$ cat config.mk
export PLATFORM = sky130hd
export DESIGN_NAME = fm0_encoder
export DESIGN_NICKNAME = d
export VERILOG_FILES = /design/src/rtl/rfid_tx_pkg.sv /design/src/rtl/half_bit_tick.sv /design/src/rtl/fm0_encoder.sv
export SDC_FILE = /design/constraint.sdc
export NUM_CORES = 1
export LEC_CHECK = 0
export CAP_MARGIN = 40
export CELL_PAD_IN_SITES_DETAIL_PLACEMENT = 0
export CELL_PAD_IN_SITES_GLOBAL_PLACEMENT = 1
export CORE_UTILIZATION = 30
export DETAILED_ROUTE_END_ITERATION = 10
export PLACE_DENSITY_LB_ADDON = 0.1
export SLEW_MARGIN = 20
export SYNTH_ARGS = -nofsm -noshare
export SYNTH_HDL_FRONTEND = slang
export SYNTH_SLANG_ARGS = --single-unit
$ cat constraint.sdc
create_clock -name clock -period 7.9 [get_ports clock]
set_clock_uncertainty 0.2 [all_clocks]
set_input_delay 1.185 -clock clock [delete_from_list [all_inputs] [get_ports clock]]
set_output_delay 1.185 -clock clock [all_outputs]
set_load 0.05 [all_outputs]
$ cat src/rtl/rfid_tx_pkg.sv
// Shared types and framing constants for the tag uplink FM0 encoder.
package rfid_tx_pkg;

  typedef enum logic [2:0] {
    StIdle,
    StWait,
    StPilot,
    StPreamble,
    StData,
    StDummy
  } state_e;

  localparam logic [11:0] PREAMBLE_HALVES = 12'b110100100011;
  localparam int unsigned PREAMBLE_LEN    = 12;
  localparam int unsigned PILOT_HALVES    = 24;

  // Preamble is sent MSB first; idx counts half-bits already emitted.
  function automatic logic preamble_half(input logic [3:0] idx);
    return PREAMBLE_HALVES[4'(PREAMBLE_LEN - 1) - idx];
  endfunction

endpackage

$ cat src/rtl/half_bit_tick.sv
// Registers the divider output and flags every edge of it as one half-bit tick.
module half_bit_tick (
  input  logic clock,
  input  logic reset,
  input  logic clk_div,
  output logic tick
);

  logic clk_div_q, clk_div_d;

  always_comb begin
    clk_div_d = clk_div;
  end

  // Reset level matches the divider so no tick fires straight out of reset.
  always_ff @(posedge clock) begin
    if (reset) begin
      clk_div_q <= 1'b1;
    end else begin
      clk_div_q <= clk_div_d;
    end
  end

  assign tick = (clk_div != clk_div_q);

endmodule

$ cat src/rtl/fm0_encoder.sv
// FM0 backscatter frame encoder: [pilot] + preamble + MSB-first data + dummy-1.
// Define PILOT_TONE_EN to build the optional pilot tone selected by trext.
module fm0_encoder
  import rfid_tx_pkg::*;
#(
  parameter int unsigned MAX_BITS = 32,
  parameter int unsigned CNT_W    = 6
) (
  input  logic                clock,
  input  logic                reset,
  input  logic                clk_div,
  input  logic                start,
  input  logic [MAX_BITS-1:0] data_in,
  input  logic [CNT_W-1:0]    bit_count,
  input  logic                trext,
  output logic                busy,
  output logic                tx_en,
  output logic                tx_out,
  output logic                done
);

`ifdef PILOT_TONE_EN
  localparam int unsigned HalfW = 5;
`else
  localparam int unsigned HalfW = 4;
`endif

  logic tick;

  half_bit_tick u_half_bit_tick (
    .clock   (clock),
    .reset   (reset),
    .clk_div (clk_div),
    .tick    (tick)
  );

  state_e              state_q, state_d;
  logic [MAX_BITS-1:0] data_q, data_d;
  logic [CNT_W-1:0]    bits_q, bits_d;
  logic [HalfW-1:0]    half_cnt_q, half_cnt_d;
  logic                phase_q, phase_d;
  logic                busy_q, busy_d;
  logic                tx_en_q, tx_en_d;
  logic                tx_out_q, tx_out_d;
  logic                done_q, done_d;
  logic [CNT_W-1:0]    cnt_clamped;

`ifdef PILOT_TONE_EN
  logic pilot_q, pilot_d;
`else
  logic unused_trext;
  assign unused_trext = trext;
`endif

  always_comb begin
    cnt_clamped = bit_count;
    if (bit_count > CNT_W'(MAX_BITS)) begin
      cnt_clamped = CNT_W'(MAX_BITS);
    end
  end

  always_comb begin
    state_d    = state_q;
    data_d     = data_q;
    bits_d     = bits_q;
    half_cnt_d = half_cnt_q;
    phase_d    = phase_q;
    busy_d     = busy_q;
    tx_en_d    = tx_en_q;
    tx_out_d   = tx_out_q;
    done_d     = 1'b0;
`ifdef PILOT_TONE_EN
    pilot_d    = pilot_q;
`endif

    unique case (state_q)
      StIdle: begin
        if (start) begin
          // Left-align the payload so the next bit to send is always the MSB.
          data_d  = data_in << (CNT_W'(MAX_BITS) - cnt_clamped);
          bits_d  = cnt_clamped;
          busy_d  = 1'b1;
          state_d = StWait;
`ifdef PILOT_TONE_EN
          pilot_d = trext;
`endif
        end
      end

      StWait: begin
        if (tick) begin
          tx_en_d    = 1'b1;
          half_cnt_d = HalfW'(1);
          state_d    = StPreamble;
          tx_out_d   = preamble_half(4'd0);
`ifdef PILOT_TONE_EN
          if (pilot_q) begin
            state_d  = StPilot;
            tx_out_d = 1'b1;
          end
`endif
        end
      end

`ifdef PILOT_TONE_EN
      StPilot: begin
        if (tick) begin
          if (half_cnt_q < HalfW'(PILOT_HALVES)) begin
            tx_out_d   = ~tx_out_q;
            half_cnt_d = half_cnt_q + HalfW'(1);
          end else begin
            state_d    = StPreamble;
            half_cnt_d = HalfW'(1);
            tx_out_d   = preamble_half(4'd0);
          end
        end
      end
`endif

      StPreamble: begin
        if (tick) begin
          if (half_cnt_q < HalfW'(PREAMBLE_LEN)) begin
            tx_out_d   = preamble_half(half_cnt_q[3:0]);
            half_cnt_d = half_cnt_q + HalfW'(1);
          end else begin
            tx_out_d = ~tx_out_q;
            phase_d  = 1'b0;
            state_d  = (bits_q == '0) ? StDummy : StData;
          end
        end
      end

      StData: begin
        if (tick) begin
          if (!phase_q) begin
            // Second half: a data-0 inverts mid-bit, a data-1 holds.
            tx_out_d = data_q[MAX_BITS-1] ? tx_out_q : ~tx_out_q;
            phase_d  = 1'b1;
          end else begin
            data_d   = {data_q[MAX_BITS-2:0], 1'b0};
            bits_d   = bits_q - CNT_W'(1);
            tx_out_d = ~tx_out_q;
            phase_d  = 1'b0;
            if (bits_q == CNT_W'(1)) begin
              state_d = StDummy;
            end
          end
        end
      end

      StDummy: begin
        if (tick) begin
          if (!phase_q) begin
            phase_d = 1'b1;
          end else begin
            done_d   = 1'b1;
            busy_d   = 1'b0;
            tx_en_d  = 1'b0;
            tx_out_d = 1'b0;
            state_d  = StIdle;
          end
        end
      end

      default: begin
        state_d = StIdle;
      end
    endcase
  end

  always_ff @(posedge clock) begin
    if (reset) begin
      state_q    <= StIdle;
      data_q     <= '0;
      bits_q     <= '0;
      half_cnt_q <= '0;
      phase_q    <= 1'b0;
      busy_q     <= 1'b0;
      tx_en_q    <= 1'b0;
      tx_out_q   <= 1'b0;
      done_q     <= 1'b0;
`ifdef PILOT_TONE_EN
      pilot_q    <= 1'b0;
`endif
    end else begin
      state_q    <= state_d;
      data_q     <= data_d;
      bits_q     <= bits_d;
      half_cnt_q <= half_cnt_d;
      phase_q    <= phase_d;
      busy_q     <= busy_d;
      tx_en_q    <= tx_en_d;
      tx_out_q   <= tx_out_d;
      done_q     <= done_d;
`ifdef PILOT_TONE_EN
      pilot_q    <= pilot_d;
`endif
    end
  end

  assign busy   = busy_q;
  assign tx_en  = tx_en_q;
  assign tx_out = tx_out_q;
  assign done   = done_q;

endmodule

==> results of run 1 <==
-- worst reg2reg max path: stages, from the launching register on --
cell and delay [ns]:
dfxtp_1 0.69, nor3b_2 0.10, buf_4 0.31, a21oi_1 0.31
nand3_1 0.55, a2111oi_0 0.58, a211oi_1 0.08, a41oi_1 0.21
-- how the worst min path moves through the flow --
stage,start,cells after the start,to
2_1_floorplan,data_q[0],2,data_q[0]
3_3_place_gp,data_q[0],2,data_q[0]
3_5_place_dp,data_q[0],2,data_q[0]
4_1_cts,data_q[0],2,data_q[0]
5_1_grt,data_q[0],2,data_q[0]
6_report,data_q[0],2,data_q[0]
-- kinds of logic (layout without fill, tap and decap cells) --
group,count (synthesis),count (layout)
buffers and inverters,62,76
AOI/OAI and AO/OA,149,149
and+or+nand+nor,205,205
DFF,51,51
muxes,92,92
xor gates and xnor gates,7,7
adders and majority gates,8,8
-- final cells by class --
class	instances	share of cell area, %
well taps	211	4.85
repair buffers	59	10.1
clock inverters	3	0.851
flip-flops and latches	51	18.8
inverters	9	0.621
clock buffers	5	2.30
multi-input cells	461	62.5
-- synthesized netlist by cell type (all sizes together) (17+ instances only) --
library cell  count  area, um2
nand2            62        233
a21oi            40        200
mux2i            62        621
mux4             22        495
dfxtp            51       1020
nor2             57        214
o21ai            18       90.1
nand3            22        110
clkbuf           32        210
buf              21        146
a211oi           22        170
nor3             17       90.1
-- layout by cell type (no fill, tap or decap), types with 6 or more instances in the layout --
cell and instances:
mux4_2 22, ha_1 8, a21oi_1 40, nand2_1 62, o211ai_1 6, inv_1 8, a211oi_1 21, mux2i_1 62
dfxtp_1 51, buf_4 12, clkdlybuf4s50_1 44, a221oi_1 7, mux2_2 8, nor3_1 15, nand3_1 21, a311oi_1 8
a31oi_1 6, nor2b_1 6, nor2_1 57, and3_1 7, o21ai_0 18
-- state kept, by name (all words and copies together) (netlist names) --
name                       count
u_half_bit_tick.clk_div_q      1
bits_q                         6
tx_en                          1
phase_q                        1
done                           1
half_cnt_q                     4
data_q                        32
tx_out                         1
state_q                        3
busy                           1
-- stage by stage --
stage / std cells / area (um2) / util, % / setup slack, ns / hold slack, ns
final: 799 / 5440 / 35.4 / 3.01 / 0.259
after CTS: 799 / 5440 / 35.4 / 2.98 / 0.257
after global placement: 788 / 5250 / 34.1 / 2.55 / 0.241
after floorplan: 574 / 4770 / - / 3.49 / 0.232
after global routing: 799 / 5440 / 35.4 / 2.73 / 0.297
after detailed placement: 791 / 5270 / 34.3 / 2.69 / 0.246
-- power by group through the flow --
stage	Combinational (W)	Clock, W	Sequential (W)
6_report	0.000353	0.000259	0.000302
5_1_grt	0.000385	0.000280	0.000306
4_1_cts	0.000354	0.000268	0.000302
3_5_place_dp	0.000353	0	0.000308
3_3_place_gp	0.000350	0	0.000307
2_1_floorplan	0.000248	0	0.000305
-- layer usage --
metal,wire (um),part of all wire [%],up-vias
met4,198,1.3,0
met3,537,3.5,10
li1,-,-,2176
met1,8030,52,2209
met2,6700,43,111
met5,0,0,-
==> results.sh, run 1 <==
export IMPL_avgSynthCellArea_um2=8.31
export IMPL_crit_family="buffers and inverters"
export IMPL_p_sw_w=0.000333
export IMPL_maxCapViolations=0
export IMPL_synthFlopType="dfxtp_1"
export IMPL_placementRows=45
export IMPL_nets=638
export IMPL_globalplace_congestion=0.799
export IMPL_path_cells="clkdlybuf4s50_1 -> nor2b_4 -> inv_2 -> ha_1 -> buf_4 -> mux2i_1 -> mux4_2 -> a21oi_1 -> a221oi_1 -> a211oi_1"
export IMPL_grt_max_degree=52
export IMPL_synthSimpleGateAreaFrac_pct=20.4
export IMPL_worstSetupEndpoint="data_q[27]"
export IMPL_async_flop_share_pct=0
export IMPL_post_cts_buffers=0
export IMPL_fmax_mhz=204
export IMPL_gr_total_overflow=0
export IMPL_slowest_stage="ha_1"
export IMPL_io_pins=47
export IMPL_synth_compound_area_share_pct=21.3
export IMPL_rr_worst_depth=7
export IMPL_cts_buffers=5
export IMPL_setup_viol=0
export IMPL_worstPathArrival_ns=4.91
export IMPL_cp_max_fo=19
export IMPL_dpl_hpwl_um=11100
export IMPL_chipWidth_um=128
export IMPL_final_max_slew_viol_count=0
export IMPL_antenna_cells=0
export IMPL_ff2ff_setup_slack_ns=4.79
export IMPL_crit_reg2reg_launch="state_q[1]"
export IMPL_use_met1_pct=29.7
export IMPL_grt_busiest_layer="met1"
export IMPL_numClockSinks=51
export IMPL_syn_num_nets=625
export IMPL_worstPathRequired_ns=7.92
export IMPL_synth_top_family_by_area="multiplexers"
export IMPL_ir_drop_mv=0.0800
export IMPL_grt_pass1_wl_um=24600
export IMPL_p_sw_share_pct=36.4
export IMPL_final_period_utilization_pct=61.9
export IMPL_syn_inst=574
export IMPL_syn_cell_area_um2=4770
export IMPL_die_h_um=128
export IMPL_drtAntennaViolNets=0
export IMPL_end_kind="flip-flop"
export IMPL_initialDrtViolationCount=399
export IMPL_die_area_um2=16400
export IMPL_numPortBuffers=45
export IMPL_finalSetupTns_ns=0
export IMPL_finalWirelength_um=15500
export IMPL_synth_xor_area_share_pct=1.29
export IMPL_cts_tree="done"
export IMPL_total_power_w=0.000914
export IMPL_vias=4506
export IMPL_grt_pass1_vias=4237
export IMPL_multiInputGateArea_um2=3400
export IMPL_cts_resized=0
export IMPL_pwr_density_cell_nw_per_um2=168
export IMPL_insertion_delay_ns=0.30
export IMPL_root_buffer="clkbuf_16"
export IMPL_synth_edff_count=0
export IMPL_crit_start="bit_count[0]"
export IMPL_hold_buffers=0
export IMPL_status="finished, final reports clean"
export IMPL_track_usage_pct=19.4
export IMPL_tightest_slew_ns=0.683
export IMPL_max_stage_delay_ns=0.79
export IMPL_antenna_found_initial=0
export IMPL_p_seq_share_pct=33.0
export IMPL_cts_htree_levels=2
export IMPL_drcViolationCount=0
export IMPL_drive_gt1_share_pct=12.4
export IMPL_firstDrtPassIters=7
export IMPL_post_drt_wl_per_cell_um=19.4
export IMPL_ys_seq_area_share_pct=21.4
export IMPL_p_comb_share_pct=38.6
export IMPL_slew_headroom_pct=54.4
export IMPL_worstSetupStartpointType="input pin"
export IMPL_synth_area_mux_share_pct=25.3
export IMPL_area_delta_synth_final_pct=14.1
export IMPL_hold_viol=0
export IMPL_synth_fa_ha_area_share_pct=2.10
export IMPL_grt_use_met2_pct=28.7
export IMPL_ys_warn_count=0
export IMPL_core_um2=15400
export IMPL_start_util_pct=31.0
export IMPL_rsz0062_at_grt="no"
export IMPL_path_buf_inv=3
export IMPL_r2r_end="data_q[31]"
export IMPL_cp_num_cells=10
export IMPL_ys_types=66
export IMPL_criticalPathCategory="in -> reg"
export IMPL_path_clk_slew_ns=0.08
export IMPL_clock_power_share_pct=28.3
export IMPL_min_period_ns=4.89
export IMPL_regArea_um2=1020
export IMPL_timing_hold_worst_class="reg -> reg"
export IMPL_p_leak_nw=1.98
export IMPL_grt_use_met3_pct=1.84
export IMPL_via_per_inst=5.64
export IMPL_cts_path_max_buffers=2
export IMPL_ys_ff_latch=51
export IMPL_fillCellCount=1616
export IMPL_p_int_w=0.000581
No activity file was read; power rests on OpenSTA's default activity.
==> run 2: changes to the inputs <==
==> constraint.sdc (replaced) <==
create_clock -name clock -period 4.3 [get_ports clock]
set_clock_uncertainty 0.2 [all_clocks]
set_input_delay 0.645 -clock clock [delete_from_list [all_inputs] [get_ports clock]]
set_output_delay 0.645 -clock clock [all_outputs]
set_load 0.05 [all_outputs]
==> run 2 against run 1 <==
First-iteration DRC count is 9.5% lower. Non-clock buffer count is 12 higher. Worst hold slack worse by 0.0026 ns. Global-route usage hardly changed.
==> results.sh, run 2 (synthesis gave the netlist of run 1 again) <==
export IMPL_dp_cells=802
export IMPL_cts_path_max_buffers=2
export IMPL_cts_buffers=5
export IMPL_area_delta_synth_final_pct=16.5
export IMPL_timing_hold_worst_class="reg -> reg"
export IMPL_cts_htree_levels=2
export IMPL_drtAntennaViolNets=0
export IMPL_numClockSinks=51
export IMPL_antenna_cells=0
export IMPL_path_cells="clkdlybuf4s50_1 -> buf_4 -> or4_4 -> and3_1 -> buf_4 -> a2111oi_0 -> buf_4 -> a221oi_1 -> a311oi_1"
export IMPL_insertion_delay_ns=0.30
export IMPL_maxCapViolations=0
export IMPL_cts_resized=0
export IMPL_post_cts_buffers=0
export IMPL_timing_hold_ws_ns=0.257
export IMPL_fin_cells=811
export IMPL_p_sw_share_pct=36.0
export IMPL_grt_max_degree=42
export IMPL_grt_pass1_vias=4308
export IMPL_track_usage_pct=19.5
export IMPL_antenna_found_initial=0
export IMPL_worstPathRequired_ns=4.32
export IMPL_criticalPathCategory="in -> reg"
export IMPL_p_leak_nw=2.05
export IMPL_cp_max_fo=19
export IMPL_tightest_slew_ns=0.685
export IMPL_fillCellCount=1592
export IMPL_total_power_w=0.00169
export IMPL_path_clk_slew_ns=0.07
export IMPL_status="finished, final reports clean"
export IMPL_worstSetupStartpointType="input pin"
export IMPL_hold_buffers=0
export IMPL_p_sw_w=0.000607
export IMPL_via_per_inst=5.54
export IMPL_p_int_w=0.00108
export IMPL_regArea_um2=1020
export IMPL_setup_viol=0
export IMPL_drcViolationCount=0
export IMPL_hold_viol=0
export IMPL_cts_tree="done"
export IMPL_numPortBuffers=45
export IMPL_chipWidth_um=128
export IMPL_max_stage_delay_ns=0.63
export IMPL_rsz0062_at_grt="no"
export IMPL_slew_headroom_pct=53.2
export IMPL_placementRows=45
export IMPL_core_um2=15400
export IMPL_firstDrtPassIters=4
export IMPL_clock_power_share_pct=27.7
export IMPL_fmax_mhz=269
export IMPL_final_period_utilization_pct=86.6
export IMPL_io_pins=47
export IMPL_worstPathArrival_ns=3.74
export IMPL_gr_total_overflow=0
export IMPL_grt_pass1_wl_um=24700
export IMPL_largest_reg_flops=32
export IMPL_finalWirelength_um=15400
export IMPL_pwr_density_cell_nw_per_um2=304
export IMPL_final_cell_mix="nand2_1 (62), mux2i_1 (62), nor2_1 (57), dfxtp_1 (51), clkdlybuf4s50_1 (44)"
export IMPL_finalSetupTns_ns=0
export IMPL_root_buffer="clkbuf_16"
export IMPL_cpMostUsedCell="buf_4"
export IMPL_multiInputGateArea_um2=3400
export IMPL_post_drt_wl_per_cell_um=19.0
export IMPL_largestRegisters="data_q: 32 flops, bits_q: 6 flops, half_cnt_q: 4 flops"
export IMPL_ir_drop_mv=0.157
export IMPL_min_period_ns=3.72
export IMPL_slowest_stage="a2111oi_0"
export IMPL_initialDrtViolationCount=361
export IMPL_nets=650
export IMPL_dpl_hpwl_um=11600
export IMPL_end_kind="flip-flop"
export IMPL_p_comb_share_pct=39.4
export IMPL_final_max_slew_viol_count=0
export IMPL_globalplace_congestion=0.812
export IMPL_p_seq_share_pct=32.9
export IMPL_start_util_pct=31.0
export IMPL_drive_gt1_share_pct=14.3
export IMPL_vias=4493
export IMPL_die_area_um2=16400
export IMPL_top_register="data_q"
export IMPL_die_h_um=128
==> run 2: cell count changes in the layout (fill, tap and decap cells not counted), sizes merged <==
| cell | previous run | this run |
|---|---|---|
| clkinv | 0 | 2 |
| clkinvlp | 1 | 0 |
| inv | 10 | 9 |
| buf | 15 | 27 |
==> run 2: power by group through the flow <==
stage	Sequential, W	Combinational (W)	Clock, W
finish	0.000554	0.000664	0.000467
global placement	0.000563	0.000662	0
floorplan	0.000561	0.000456	0
detailed placement	0.000565	0.000662	0
CTS	0.000554	0.000664	0.000484
global route	0.000560	0.000728	0.000502
==> run 2: metal layers <==
layer,GRT usage (%),routed length [um],up-vias
met4,5.26,235,0
li1,-,-,2202
met3,1.92,626,13
met2,29.3,6630,105
met1,29.3,7880,2173
met5,0,0,-
==> run 2: worst max-delay path, delay by kind of cell <==
kind / cells / cell delay (ns)
compound gates: 3 / 0.95
buf+inv: 4 / 1.25
simple gates: 2 / 0.90
==> run 2: metrics by stage <==
| stage | setup slack (ns) | area (um2) | util [%] |
|---|---|---|---|
| global placement | 0.250 | 5370 | 34.9 |
| detailed placement | 0.308 | 5370 | 34.9 |
| CTS | 0.619 | 5530 | 36.0 |
| global route | 0.472 | 5550 | 36.1 |
| floorplan | 0.429 | 4770 | - |
| finish | 0.577 | 5550 | 36.1 |
==> run 2: worst paths after layout <==
check	slack [ns]	cells after the start	endpoint	startpoint
max reg2reg	1.57	6	data_q[8]	state_q[1]
min	0.26	2	data_q[0]	data_q[0]
max	0.58	9	data_q[24]	bit_count[0]
min reg2reg	0.26	2	data_q[0]	data_q[0]
==> run 2: cell type report <==
class | count | share of cell area, %
Multi-Input combinational cell | 461 | 61.2
Sequential cell | 51 | 18.4
Timing Repair Buffer | 71 | 12.0
Tap cell | 211 | 4.75
Clock buffer | 5 | 2.25
Clock inverter | 3 | 0.788
Inverter | 9 | 0.608
==> run 3: changes to the inputs <==
--- a/config.mk
+++ b/config.mk
@@ -11,7 +11,9 @@
 export CORE_UTILIZATION = 30
 export DETAILED_ROUTE_END_ITERATION = 10
 export PLACE_DENSITY_LB_ADDON = 0.1
+export RECOVER_POWER = 25
 export SLEW_MARGIN = 20
 export SYNTH_ARGS = -nofsm -noshare
 export SYNTH_HDL_FRONTEND = slang
+export SYNTH_HIERARCHICAL = 1
 export SYNTH_SLANG_ARGS = --single-unit
==> run 3 against run 2 <==
The run now ends with DRC, capacitance limit, slew limit left. Clock power fell by 11%. Worst hold slack improved by 0.032 ns. Sequential share of layout area rose by 0.65 points. First-iteration DRC count fell by 20%. Register-to-register slack barely moved. Final cell count fell by 3.5%. Critical endpoint is now data_q[12].
==> results.sh, run 3 <==
export IMPL_status="finished, violations left"
export IMPL_violations="DRC, capacitance limit, slew limit"
export IMPL_criticalPathCategory="in -> reg"
export IMPL_top_register="data_q"
export IMPL_final_cell_mix="nand2_1 (64), mux2i_1 (62), nor2_1 (54), dfxtp_1 (51)"
export IMPL_largest_reg_flops=32
export IMPL_finalWirelength_um=14900
export IMPL_slew_headroom_pct=-21.4
export IMPL_synth_common_cells="nand2_1 (64), mux2i_1 (62), nor2_1 (54)"
export IMPL_chipWidth_um=125
export IMPL_cts_buffers=5
export IMPL_ys_ff_latch=51
export IMPL_avgSynthCellArea_um2=8.03
export IMPL_cts_htree_levels=2
export IMPL_worstPathRequired_ns=4.19
export IMPL_synth_most_common_cell="nand2_1"
export IMPL_drive_gt1_share_pct=13.4
export IMPL_synth_area_top_cells="dfxtp_1 (23%), mux2i_1 (14%), mux4_2 (7.5%), nand2_1 (5.3%), a21oi_1 (4.8%)"
export IMPL_area_delta_synth_final_pct=18.5
export IMPL_final_max_slew_viol_count=38
export IMPL_globalplace_congestion=0.852
export IMPL_io_pins=47
export IMPL_hold_buffers=0
export IMPL_pre_cts_slack_ns=0.279
export IMPL_rsz0062_at_grt="no"
export IMPL_p_leak_nw=2.02
export IMPL_wl_met1_um=7780
export IMPL_cpMostUsedCell="o21ai_0"
export IMPL_crit_family="compound AO/OA/AOI/OAI gates"
export IMPL_async_flop_share_pct=0
export IMPL_insertion_delay_ns=0.30
export IMPL_grt_max_degree=43
export IMPL_placementRows=44
export IMPL_syn_num_nets=615
export IMPL_path_buf_inv=2
export IMPL_maxCapViolations=1
export IMPL_numClockSinks=51
export IMPL_die_h_um=125
export IMPL_start_util_pct=30.9
export IMPL_post_cts_buffers=0
export IMPL_syn_cell_area_um2=4530
export IMPL_synth_edff_count=0
export IMPL_ys_seq_area_share_pct=22.6
export IMPL_antenna_cells=0
export IMPL_end_kind="flip-flop"
export IMPL_yosys_area_top_type_share_pct=22.6
export IMPL_grt_pass1_vias=4291
export IMPL_cts_resized=0
export IMPL_syn_inst=564
export IMPL_ir_drop_mv=0.168
export IMPL_largestRegisters="data_q: 32 flops, bits_q: 6 flops, half_cnt_q: 4 flops"
export IMPL_path_clk_slew_ns=0.08
export IMPL_pwr_density_cell_nw_per_um2=313
export IMPL_nets=649
export IMPL_initialDrtViolationCount=289
export IMPL_drtAntennaViolNets=0
export IMPL_worstPathArrival_ns=3.68
export IMPL_fmax_mhz=264
export IMPL_gr_total_overflow=0
export IMPL_slowest_stage="ha_2"
export IMPL_cts_tree="done"
export IMPL_die_area_um2=15600
export IMPL_dpl_hpwl_um=11300
export IMPL_finalSetupTns_ns=0
export IMPL_fillCellCount=1567
export IMPL_top_layer="met4"
export IMPL_root_buffer="clkbuf_16"
export IMPL_timing_hold_worst_class="reg -> reg"
export IMPL_final_common_cell="nand2_1"
export IMPL_min_period_ns=3.79
export IMPL_cts_path_max_buffers=2
export IMPL_track_usage_pct=19.6
export IMPL_worstSetupStartpointType="input pin"
export IMPL_final_period_utilization_pct=88.0
export IMPL_tightest_slew_ns=1.82
export IMPL_ys_warn_count=6
export IMPL_post_drt_wl_per_cell_um=19.1
export IMPL_drcViolationCount=2
export IMPL_synthFlopType="dfxtp_1"
export IMPL_core_um2=14600
export IMPL_numPortBuffers=45
export IMPL_via_per_inst=5.70
export IMPL_fin_ws_ns=0.514
export IMPL_cp_max_fo=22
export IMPL_hold_viol=0
export IMPL_dr_wl_met2_um=6570
export IMPL_max_stage_delay_ns=0.68
export IMPL_met3WireLength_um=360
export IMPL_vias=4461
export IMPL_path_cells="clkdlybuf4s50_1 -> and2b_2 -> inv_2 -> ha_2 -> mux2i_1 -> nor2_1 -> o21ai_0 -> o21ai_0 -> o211ai_1 -> a211oi_1"
export IMPL_grt_pass1_wl_um=24300
export IMPL_firstDrtPassIters=8
export IMPL_ys_types=68
export IMPL_yosysTopAreaCell="dfxtp_1"
export IMPL_antenna_found_initial=0
export IMPL_setup_viol=0
-- run 3: final timing paths --
kind                                    from    endpoint  slack [ns]  cells past startpoint
worst max-delay path            bit_count[5]  data_q[12]        0.51                     10
worst min-delay path                    busy        busy        0.29                      2
worst max register to register    state_q[0]  data_q[14]        1.58                      5
worst min register to register          busy        busy        0.29                      2
-- run 3: routing by layer --
metal  track usage [%]  up-vias
li1                  -     2182
met2              30.2       91
met3              1.59       14
met5                 0        -
met4              4.81        0
met1              29.3     2174
-- run 3: layout make-up --
| type | count | area [um2] | area share (%) |
|---|---|---|---|
| clock inverter | 2 | 16.3 | 0.303 |
| clock buffer | 6 | 129 | 2.40 |
| timing repair buffer | 77 | 698 | 13.0 |
| inverter | 7 | 26.3 | 0.490 |
| sequential | 51 | 1020 | 19.0 |
| tap | 184 | 230 | 4.29 |
| multi-input combinational | 456 | 3240 | 60.5 |
-- run 3: stage by stage --
step	power [W]	hold slack (ns)	area, um2	instances	utilization, %
after global routing	0.00178	0.307	5360	783	36.6
after CTS	0.00168	0.287	5340	781	36.5
final	0.00168	0.289	5360	783	36.6
after detailed placement	0.00126	0.276	5200	773	35.5
after global placement	0.00126	0.266	5200	773	35.5
after floorplan	0.00103	0.251	4530	564	-
-- run 3: worst reg2reg max path, stage by stage (launching register included) --
cell	delay, ns
dfxtp_1	0.69
nor3b_4	0.10
a21oi_1	0.57
and2_1	0.56
a32oi_1	0.22
a211oi_1	0.27
-- run 3: cells by family after synthesis --
group	synth area share, %
flops	22.6
compound gates	23.2
xor+xnor	1.49
fa+ha+maj	2.21
buf+inv	6.11
mux	23.3
simple gates	21.1
-- run 3: where the power goes --
group          internal [W]  switching, W  leakage, nW
sequential         0.000525     0.0000441        0.419
combinational      0.000288      0.000406         1.53
clock              0.000219      0.000198       0.0675
